===== src/rtl/uio_nibble_tx_if.sv =====
// Valid/ready word port between the adder datapath and the nibble transmitter.
interface uio_nibble_tx_if;
    logic [7:0] in_data;
    logic       in_valid;
    logic       in_ready;

    modport master (output in_data, output in_valid, input in_ready);
    modport slave  (input in_data, input in_valid, output in_ready);
endinterface


===== src/rtl/uio_nibble_tx.sv =====
// Buffers 8-bit result words and ships each one off-chip as two nibbles
// (high first) over the uio pins using a four-phase req/ack handshake.
module uio_nibble_tx #(
    parameter int DEPTH   = 4,
    parameter int TIMEOUT = 255
) (
    input  logic                   clk,
    input  logic                   rst,
    uio_nibble_tx_if.slave         in_if,
    input  logic [7:0]             uio_in,
    output logic [7:0]             uio_out,
    output logic [7:0]             uio_oe,
    output logic                   err,
    input  logic                   err_clr,
    output logic [$clog2(DEPTH):0] level
);
    localparam int PW = $clog2(DEPTH);
    localparam int LW = PW + 1;
    localparam logic [LW-1:0] FULL_LEVEL = LW'(DEPTH);
    localparam logic [15:0]   TMO_LAST   = 16'(TIMEOUT - 1);

    typedef enum logic [1:0] {
        IDLE  = 2'd0,
        SETUP = 2'd1,
        REQ   = 2'd2,
        REL   = 2'd3
    } state_e;

    state_e        state_q, state_d;
    logic          sel_q, sel_d;
    logic [7:0]    word_q, word_d;
    logic [15:0]   cnt_q, cnt_d;
    logic          err_q, err_d;
    logic          ack_meta_q, ack_meta_d;
    logic          ack_s_q, ack_s_d;
    logic [7:0]    mem_q [DEPTH];
    logic [7:0]    mem_d [DEPTH];
    logic [PW-1:0] wr_ptr_q, wr_ptr_d;
    logic [PW-1:0] rd_ptr_q, rd_ptr_d;
    logic [LW-1:0] level_q, level_d;
    logic          in_ready_q, in_ready_d;
    logic [7:0]    uio_out_q, uio_out_d;
    logic          push_s, pop_s, timeout_s;
    logic [3:0]    nib_s;
    logic          unused_pins;

    assign unused_pins    = ^{uio_in[7:6], uio_in[4:0]};
    assign uio_oe         = 8'b1101_1111;
    assign uio_out        = uio_out_q;
    assign err            = err_q;
    assign level          = level_q;
    assign in_if.in_ready = in_ready_q;

    // Next-state logic for the FIFO, handshake FSM, timeout and pin image.
    always_comb begin
        state_d    = state_q;
        sel_d      = sel_q;
        word_d     = word_q;
        cnt_d      = cnt_q;
        wr_ptr_d   = wr_ptr_q;
        rd_ptr_d   = rd_ptr_q;
        level_d    = level_q;
        mem_d      = mem_q;
        ack_meta_d = uio_in[5];
        ack_s_d    = ack_meta_q;
        timeout_s  = 1'b0;
        pop_s      = 1'b0;
        push_s     = in_if.in_valid & in_ready_q;

        case (state_q)
            IDLE: begin
                if (level_q != {LW{1'b0}}) begin
                    pop_s   = 1'b1;
                    word_d  = mem_q[rd_ptr_q];
                    sel_d   = 1'b1;
                    state_d = SETUP;
                end else begin
                    state_d = IDLE;
                end
            end
            SETUP: begin
                cnt_d   = 16'd0;
                state_d = REQ;
            end
            REQ: begin
                if (ack_s_q) begin
                    cnt_d   = 16'd0;
                    state_d = REL;
                end else if (cnt_q == TMO_LAST) begin
                    timeout_s = 1'b1;
                end else begin
                    cnt_d = cnt_q + 16'd1;
                end
            end
            REL: begin
                if (!ack_s_q) begin
                    cnt_d = 16'd0;
                    if (sel_q) begin
                        sel_d   = 1'b0;
                        state_d = SETUP;
                    end else begin
                        state_d = IDLE;
                    end
                end else if (cnt_q == TMO_LAST) begin
                    timeout_s = 1'b1;
                end else begin
                    cnt_d = cnt_q + 16'd1;
                end
            end
            default: begin
                state_d = IDLE;
            end
        endcase

        // An abort drops only the word in flight; queued words are kept.
        if (timeout_s) begin
            state_d = IDLE;
            cnt_d   = 16'd0;
        end else begin
            cnt_d = cnt_d;
        end

        if (timeout_s) begin
            err_d = 1'b1;
        end else if (err_clr) begin
            err_d = 1'b0;
        end else begin
            err_d = err_q;
        end

        if (push_s) begin
            mem_d[wr_ptr_q] = in_if.in_data;
            wr_ptr_d        = wr_ptr_q + PW'(1);
        end else begin
            wr_ptr_d = wr_ptr_q;
        end

        if (pop_s) begin
            rd_ptr_d = rd_ptr_q + PW'(1);
        end else begin
            rd_ptr_d = rd_ptr_q;
        end

        case ({push_s, pop_s})
            2'b10:   level_d = level_q + LW'(1);
            2'b01:   level_d = level_q - LW'(1);
            default: level_d = level_q;
        endcase

        in_ready_d = (level_d != FULL_LEVEL);

        if (sel_d) begin
            nib_s = word_d[7:4];
        end else begin
            nib_s = word_d[3:0];
        end

        // Pins are built from next state so they line up with state_q.
        if (state_d != IDLE) begin
            uio_out_d = {1'b1, ~sel_d, 1'b0, (state_d == REQ), nib_s};
        end else begin
            uio_out_d = 8'h00;
        end
    end

    // State registers with asynchronous reset.
    always_ff @(posedge clk or posedge rst) begin
        if (rst) begin
            state_q    <= IDLE;
            sel_q      <= 1'b0;
            word_q     <= 8'h00;
            cnt_q      <= 16'd0;
            err_q      <= 1'b0;
            ack_meta_q <= 1'b0;
            ack_s_q    <= 1'b0;
            mem_q      <= '{default: 8'h00};
            wr_ptr_q   <= {PW{1'b0}};
            rd_ptr_q   <= {PW{1'b0}};
            level_q    <= {LW{1'b0}};
            in_ready_q <= 1'b1;
            uio_out_q  <= 8'h00;
        end else begin
            state_q    <= state_d;
            sel_q      <= sel_d;
            word_q     <= word_d;
            cnt_q      <= cnt_d;
            err_q      <= err_d;
            ack_meta_q <= ack_meta_d;
            ack_s_q    <= ack_s_d;
            mem_q      <= mem_d;
            wr_ptr_q   <= wr_ptr_d;
            rd_ptr_q   <= rd_ptr_d;
            level_q    <= level_d;
            in_ready_q <= in_ready_d;
            uio_out_q  <= uio_out_d;
        end
    end
endmodule

===== src/flat_wrapper.sv =====
// flat-port wrapper written by rule: the top's interface ports become plain ports
module uio_nibble_tx_flat 
#(
    parameter int DEPTH   = 4,
    parameter int TIMEOUT = 255
)
  (clk, rst, uio_in, uio_out, uio_oe, err, err_clr, level, in_if_in_data, in_if_in_valid, in_if_in_ready);
  uio_nibble_tx_if in_if_i ();
  input  logic clk;
  input  logic rst;
  input  logic [7:0] uio_in;
  output logic [7:0] uio_out;
  output logic [7:0] uio_oe;
  output logic err;
  input  logic err_clr;
  output logic [$clog2(DEPTH):0] level;
  input wire logic [$bits(in_if_i.in_data)-1:0] in_if_in_data;
  input wire logic [$bits(in_if_i.in_valid)-1:0] in_if_in_valid;
  output wire logic [$bits(in_if_i.in_ready)-1:0] in_if_in_ready;
  assign in_if_i.in_data = in_if_in_data;
  assign in_if_i.in_valid = in_if_in_valid;
  assign in_if_in_ready = in_if_i.in_ready;
  uio_nibble_tx #(.DEPTH(DEPTH), .TIMEOUT(TIMEOUT)) u_core (.clk(clk), .rst(rst), .in_if(in_if_i), .uio_in(uio_in), .uio_out(uio_out), .uio_oe(uio_oe), .err(err), .err_clr(err_clr), .level(level));
endmodule

===== config.mk =====
export PLATFORM = sky130hd
export DESIGN_NAME = uio_nibble_tx_flat
export DESIGN_NICKNAME = d
export VERILOG_FILES = /design/src/rtl/uio_nibble_tx_if.sv /design/src/rtl/uio_nibble_tx.sv /design/src/flat_wrapper.sv
export SDC_FILE = /design/constraint.sdc
export NUM_CORES = 1
export LEC_CHECK = 0
export BUFFER_PORTS_ARGS = -buffer_cell sky130_fd_sc_hd__buf_2
export CELL_PAD_IN_SITES_DETAIL_PLACEMENT = 0
export CELL_PAD_IN_SITES_GLOBAL_PLACEMENT = 1
export CORE_ASPECT_RATIO = 0.9
export CORE_MARGIN = 5
export CORE_UTILIZATION = 43
export CTS_CLUSTER_DIAMETER = 200
export DETAILED_ROUTE_END_ITERATION = 8
export PLACE_DENSITY = 0.75
export SYNTH_ARGS = -nofsm -noshare
export SYNTH_HDL_FRONTEND = slang
export SYNTH_SLANG_ARGS = --single-unit

===== constraint.sdc =====
create_clock -name clk -period 2.62 [get_ports clk]
set_clock_uncertainty 0.15 [all_clocks]
set_input_delay 0.131 -clock clk [delete_from_list [all_inputs] [get_ports clk]]
set_output_delay 0.131 -clock clk [all_outputs]
set_load 0.02 [all_outputs]

==> PnR_summary.wiki, run 1 <==
{| class="wikitable"
! Metric !! Value
|-
| Run status || finished, final reports clean
|-
| Final-layout worst hold slack || 0.0165 ns
|-
| CP Capture Type || flip-flop
|-
| Sequential fraction of the synthesis area || 52.3%
|-
| Setup slack of the critical path after layout || 0.297 ns
|-
| Critical setup path kind || flip-flop to flip-flop
|-
| Count of nets left with antenna violations after detail routing || 0
|-
| Wire per inst || 14.6 µm
|-
| Final non-filler cell area || 0.00426 mm²
|-
| Std cell rows || 32
|-
| Gp weighted congestion || 0.793
|-
| Critical path data required time || 2.74 ns
|-
| Clock period minus final worst setup slack || 2.32 ns
|-
| Deepest clock path buffer count || 2
|-
| Global-route congestion overflow total || 0
|-
| Clock transition at path regs || 0.08 ns
|-
| Area growth from synthesis to layout || 15.6%
|-
| Final core utilization || 50.2%
|-
| Gate Count Post-Synth || 284
|-
| Startpoint class of the critical path || flip-flop
|-
| Number of top-level pins || 41
|-
| DRC violation count after routing || 0
|-
| Clock Root Buffer || sky130_fd_sc_hd__clkbuf_8
|-
| Syn. warnings || 0
|-
| Most common cell after layout, fill and taps aside || sky130_fd_sc_hd__dfrtp_1
|-
| Top cells by area in the synthesized netlist || sky130_fd_sc_hd__dfrtp_1, sky130_fd_sc_hd__mux2_2, sky130_fd_sc_hd__mux4_2
|-
| Peak fanout along the critical path || 5
|-
| Post-synthesis area per instance || 13.0 µm²
|-
| Layout cell share with drive strength beyond 1 || 33.0%
|-
| Critical path arrival || 2.44 ns
|-
| Number of enable flip-flop cells after synthesis || 0
|-
| Antenna violations before repair || 0
|-
| Path category of the worst min-delay check || input port to flip-flop
|-
| Slew Limit Headroom || 62.9%
|-
| Clock network latency to the later pin of the worst-skew pair || 0.35 ns
|-
| Post-synth ARST share || 100%
|-
| Number of clock buffers inserted by TritonCTS || 9
|-
| Synthesized area || 0.00369 mm²
|-
| Static leakage || 1.91 nW
|-
| First-pass GRT wire length || 11500 µm
|-
| Top-area cell type share of the netlist area || 51.6%
|-
| Number of global-route vias before repair || 2392
|-
| Wire length reported by the detailed router || 6560 µm
|-
| Final TNS setup || 0 ns
|-
| Count of unique library cells instantiated by Yosys || 47
|-
| Total placed instance area || 0.00392 mm²
|-
| Post-CTS setup buffer count || 0
|-
| Die Width || 108 µm
|-
| Drt first-iter violations || 52
|-
| Number of synthesized register bits || 77
|-
| Placed wire-length estimate || 4480 µm
|-
| Max Slew Vio Count || 0
|-
| Power per standard cell area || 1170 mW/mm²
|-
| Maximum clock frequency || 431 MHz
|-
| Sinks on Clock Net || 77
|-
| Clock tree from TritonCTS || yes
|-
| Tot GR Track Use || 13.8%
|-
| Transition time at the pin with the least slew margin || 0.553 ns
|-
| Count of final setup violators || 0
|-
| Cells after DPL || 422
|-
| Setup WS pre-CTS || 0.301 ns
|-
| Number of port buffers || 24
|-
| Die footprint || 0.0105 mm²
|-
| Area of the core || 0.00849 mm²
|-
| Post-cts resize count || 0
|-
| Total Nets Final || 357
|-
| Maximum number of pins on one net before global-route repair || 66
|-
| Worst vdd rail ir drop || 0.000502 V
|-
| Initial standard-cell utilization of the core || 43.5%
|-
| Number of levels the H-tree was split into || 3
|-
| Number of vias after detailed routing || 2238
|-
| Antenna diode count || 0
|-
| Final hold violation count || 0
|-
| Final non-filler cell total || 449
|-
| Max-Cap Viols || 0
|-
| Synth Flop Type || sky130_fd_sc_hd__dfrtp_1
|-
| Cell accounting for the most synthesized area || sky130_fd_sc_hd__dfrtp_1
|-
| DIE HEIGHT || 97.9 µm
|-
| Drt via density || 4.98
|-
| Top library cells by usage in the layout, fill and taps aside || sky130_fd_sc_hd__dfrtp_1, sky130_fd_sc_hd__mux2_2, sky130_fd_sc_hd__buf_2
|-
| Length of the first detailed-routing pass in iterations || 7
|-
| # hold bufs at CTS || 11
|-
| Final Total Pwr || 4.97 mW
|-
| Period utilization || 88.7%
|-
| Setup repair after global routing missed its margin || no
|}
[final cells by class]
type	instances	area, µm²
flip-flops and latches	77	1930
clock inverters	6	93.8
repair buffers	41	288
multi-input cells	182	1610
inverters	14	52.6
well taps	119	149
clock buffers	10	138
fillers	747	4230
[per-layer routing]
| layer | routed length [µm] | global-route usage [%] | share of wire [%] |
|---|---|---|---|
| met5 | 0 | 0 | 0 |
| met4 | 87 | 4.95 | 1.3 |
| met3 | 239 | 3.64 | 3.6 |
| met2 | 3260 | 23.1 | 50 |
| met1 | 2970 | 17.2 | 45 |
[report_power, final]
part	switching [mW]	internal, mW	total [mW]
combinational	0.991	1.01	2.01
sequential	0.277	1.67	1.95
clock	0.446	0.569	1.02
[final timing paths]
kind / end / from / cells after the start / slack (ns)
max: u_core.in_if.in_ready / u_core.state_q[0] / 10 / 0.30
min: u_core.wr_ptr_q[0] / in_if_in_valid / 3 / 0.02
max reg2reg: u_core.in_if.in_ready / u_core.state_q[0] / 10 / 0.30
min reg2reg: u_core.ack_s_q / u_core.ack_meta_q / 0 / 0.21
max in group asynchronous: u_core.word_q[0] / rst / 4 / 1.55
min in group asynchronous: u_core.cnt_q[5] / rst / 3 / 0.12
[synth_stat cells (all sizes together), types with 4 or more instances]
| master | count |
|---|---|
| nand2 | 9 |
| mux4 | 8 |
| a21oi | 20 |
| mux2i | 4 |
| mux2 | 42 |
| dfrtp | 76 |
| inv | 14 |
| nor3 | 9 |
| buf | 15 |
| ha | 11 |
| xor2 | 8 |
| nor2 | 8 |
| nand3 | 10 |
| xnor2 | 11 |
[worst max-delay path: stages, from the launching register on]
cell	delay, ns
sky130_fd_sc_hd__dfrtp_1	0.43
sky130_fd_sc_hd__inv_1	0.13
sky130_fd_sc_hd__ha_1	0.21
sky130_fd_sc_hd__o31a_1	0.17
sky130_fd_sc_hd__ha_1	0.19
sky130_fd_sc_hd__inv_1	0.06
sky130_fd_sc_hd__fa_1	0.37
sky130_fd_sc_hd__xor2_1	0.15
sky130_fd_sc_hd__nor2_1	0.11
sky130_fd_sc_hd__xor2_1	0.20
sky130_fd_sc_hd__nand2_1	0.07
[registers in the layout (all words and copies together), names as in the netlist]
| name | cells |
|---|---|
| u_core.ack_meta_q | 1 |
| u_core.word_q | 8 |
| u_core.ack_s_q | 1 |
| u_core.mem_q | 32 |
| u_core.sel_q | 1 |
| u_core.in_if.in_ready | 1 |
| u_core.rd_ptr_q | 2 |
| u_core.err | 1 |
| u_core.uio_out | 7 |
| u_core.cnt_q | 16 |
| u_core.wr_ptr_q | 2 |
| u_core.level | 3 |
| u_core.state_q | 2 |
[kinds of logic after synthesis]
| kind of cell | synth area share [%] |
|---|---|
| and+or+nand+nor | 9.80 |
| other | 0.204 |
| buffers and inverters | 4.68 |
| adders and majority gates | 4.27 |
| xor gates and xnor gates | 4.51 |
| muxes | 18.8 |
| DFF | 52.3 |
| AOI/OAI and AO/OA | 5.46 |
Power figures use the tool's default switching activity.
==> run 2: changes to the inputs <==
--- a/config.mk
+++ b/config.mk
@@ -13,7 +13,7 @@
 export CORE_UTILIZATION = 43
 export CTS_CLUSTER_DIAMETER = 200
 export DETAILED_ROUTE_END_ITERATION = 8
-export PLACE_DENSITY = 0.75
+export PLACE_DENSITY = 0.82
 export SYNTH_ARGS = -nofsm -noshare
 export SYNTH_HDL_FRONTEND = slang
 export SYNTH_SLANG_ARGS = --single-unit
==> run 2 against run 1 <==
Net effect:
- hold slack gained 0.19 ns
- critical path depth is the same
- wire length grew 1.6%
- maximum frequency grew 0.92%
- register-to-register slack gained 0.02 ns
- sequential cell count is the same
- worst setup slack gained 0.021 ns
- sequential power is essentially flat
- via count shrank 1.2%
- critical endpoint unchanged
- largest power group unchanged
==> PnR_summary.wiki, run 2 (synthesized netlist as in run 1, its figures left out) <==
{| class="wikitable"
! Metric !! Value
|-
| Run status || finished, final reports clean
|-
| Register name with the most flops || u_core.mem_q
|-
| DIE HEIGHT || 97.9 µm (unchanged)
|-
| Number of global-route vias before repair || 2347 (-1.9%)
|-
| Max Slew Vio Count || 0 (unchanged)
|-
| Die Width || 108 µm (unchanged)
|-
| Total Nets Final || 358 (+0.28%)
|-
| Final TNS setup || 0 ns (unchanged)
|-
| Most common cell after layout, fill and taps aside || sky130_fd_sc_hd__dfrtp_1
|-
| Clock period minus final worst setup slack || 2.30 ns (-0.0213 ns)
|-
| # hold bufs at CTS || 12 (+1)
|-
| CP max-delay cell || sky130_fd_sc_hd__dfrtp_1
|-
| Length of the first detailed-routing pass in iterations || 4 (-3)
|-
| Post-CTS setup buffer count || 0 (unchanged)
|-
| Largest registers in the final layout || u_core.mem_q (32), u_core.cnt_q (16), u_core.word_q (8)
|-
| Clock network latency to the later pin of the worst-skew pair || 0.36 ns (about the same)
|-
| Std cell rows || 32 (unchanged)
|-
| First-pass GRT wire length || 11500 µm (-0.30%)
|-
| Clock Root Buffer || sky130_fd_sc_hd__clkbuf_8
|-
| Top library cells by usage in the layout, fill and taps aside || sky130_fd_sc_hd__dfrtp_1, sky130_fd_sc_hd__mux2_2, sky130_fd_sc_hd__buf_2
|-
| Cell family with most CP delay || adder cells
|-
| Static leakage || 1.90 nW (-0.22%)
|-
| Flip-flop count of the largest register, all copies and words added || 32 (unchanged)
|-
| Sinks on Clock Net || 77 (unchanged)
|-
| CP max stage delay || 0.43 ns (about the same)
|-
| Path category of the worst min-delay check || flip-flop to flip-flop
|-
| Number of top-level pins || 41 (unchanged)
|-
| Worst vdd rail ir drop || 0.000573 V (+14%)
|-
| Layout cell share with drive strength beyond 1 || 32.9% (-0.10 points)
|-
| Global-route congestion overflow total || 0 (unchanged)
|-
| Period utilization || 87.8% (-0.81 points)
|-
| Gp weighted congestion || 0.815 (+2.8%)
|-
| Maximum number of pins on one net before global-route repair || 78 (+18%)
|-
| Area growth from synthesis to layout || 15.3%
|-
| Number of clock buffers inserted by TritonCTS || 9 (unchanged)
|-
| Post-cts resize count || 0 (unchanged)
|-
| Critical hold path startpoint || u_core.ack_meta_q
|-
| Wire per inst || 14.8 µm (+1.4%)
|-
| Final Total Pwr || 4.91 mW (-1.3%)
|-
| Clock transition at path regs || 0.09 ns (about the same)
|-
| Max-Cap Viols || 0 (unchanged)
|-
| R2R Path Start || u_core.state_q[0]
|-
| Drt via density || 4.92 (-1.4%)
|-
| Fill cells || 775 (+3.7%)
|-
| Tot GR Track Use || 13.8% (-0.030 points)
|-
| Critical path arrival || 2.43 ns (about the same)
|-
| Number of port buffers || 24 (unchanged)
|-
| CP Capture Type || flip-flop
|-
| Worst Hold Endpoint || u_core.ack_s_q
|-
| Antenna violations before repair || 0 (unchanged)
|-
| Count of nets left with antenna violations after detail routing || 0 (unchanged)
|-
| Chain of cells forming the critical path || inv_1, ha_1, o31a_1, ha_1, inv_1, fa_1, xor2_1, nor2_1, xor2_1, nand2_1
|-
| Initial standard-cell utilization of the core || 43.5% (unchanged)
|-
| Number of vias after detailed routing || 2212 (-1.2%)
|-
| Hold path depth || 0 (-3)
|-
| Antenna diode count || 0 (unchanged)
|-
| Number of cell instances on the worst register-to-register path || 10 (unchanged)
|-
| Slack of the worst reg-to-reg path || 0.32 ns (+0.02 ns)
|-
| Setup repair after global routing missed its margin || no
|-
| Maximum clock frequency || 435 MHz (+0.92%)
|-
| Peak fanout along the critical path || 5 (unchanged)
|-
| Deepest clock path buffer count || 2 (unchanged)
|-
| Critical setup path kind || flip-flop to flip-flop
|-
| Critical path data required time || 2.75 ns (about the same)
|-
| Final core utilization || 50.1% (-0.13 points)
|-
| Startpoint class of the critical path || flip-flop
|-
| CP Buf/Inv Count || 2 (unchanged)
|-
| Endpoint of the worst register-to-register path || u_core.in_if.in_ready
|-
| Area of the core || 0.00849 mm² (unchanged)
|-
| DRC violation count after routing || 0 (unchanged)
|-
| Final hold violation count || 0 (unchanged)
|-
| Power per standard cell area || 1150 mW/mm² (-1.0%)
|-
| Placed wire-length estimate || 4500 µm (+0.41%)
|-
| Die footprint || 0.0105 mm² (unchanged)
|-
| Drt first-iter violations || 63 (+21%)
|-
| Wire length reported by the detailed router || 6660 µm (+1.6%)
|-
| Clock tree from TritonCTS || yes
|-
| Count of final setup violators || 0 (unchanged)
|-
| Number of levels the H-tree was split into || 3 (unchanged)
|}
[run 2: cell type report]
type,instances,area (µm²),share of cell area (%)
clock buffers,9,124,2.91
clock inverters,7,86.3,2.03
inverters,14,52.6,1.24
multi-input cells,182,1610,38.0
flip-flops and latches,77,1930,45.4
well taps,119,149,3.50
repair buffers,42,298,7.00
[run 2: routing by layer]
layer / vias up / part of all wire (%) / global-route usage, %
li1: 1071 / - / -
met1: 1102 / 44 / 17.0
met2: 32 / 51 / 23.5
met3: 7 / 3.6 / 4.36
met4: 0 / 1.2 / 3.50
met5: - / 0 / 0
[run 2: power by group]
group | internal (mW) | switching (mW) | leakage, nW
logic | 1.02 | 0.985 | 0.851
clock network | 0.463 | 0.481 | 0.105
registers | 1.67 | 0.291 | 0.949
[run 2: worst max-delay path by stage]
stage / startpoint / endpoint / slack (ns) / cells past startpoint
final: u_core.state_q[0] / u_core.in_if.in_ready / 0.32 / 10
after CTS: u_core.state_q[0] / u_core.in_if.in_ready / 0.30 / 10
after global placement: u_core.state_q[0] / u_core.in_if.in_ready / 0.39 / 10
after detailed placement: u_core.state_q[0] / u_core.in_if.in_ready / 0.32 / 10
after floorplan: u_core.state_q[0] / u_core.in_if.in_ready / 0.18 / 12
after global routing: u_core.state_q[0] / u_core.in_if.in_ready / 0.13 / 10
[run 2: per-stage QoR]
step           cell area, µm²  instances  worst slack (ns)  hold WS [ns]
2_1_floorplan            3710        291             0.181        0.0124
3_3_place_gp             3920        422             0.387        0.0977
3_5_place_dp             3920        422             0.322        0.0981
4_1_cts                  4250        450             0.303         0.210
5_1_grt                  4250        450             0.133         0.221
6_report                 4250        450             0.319         0.203
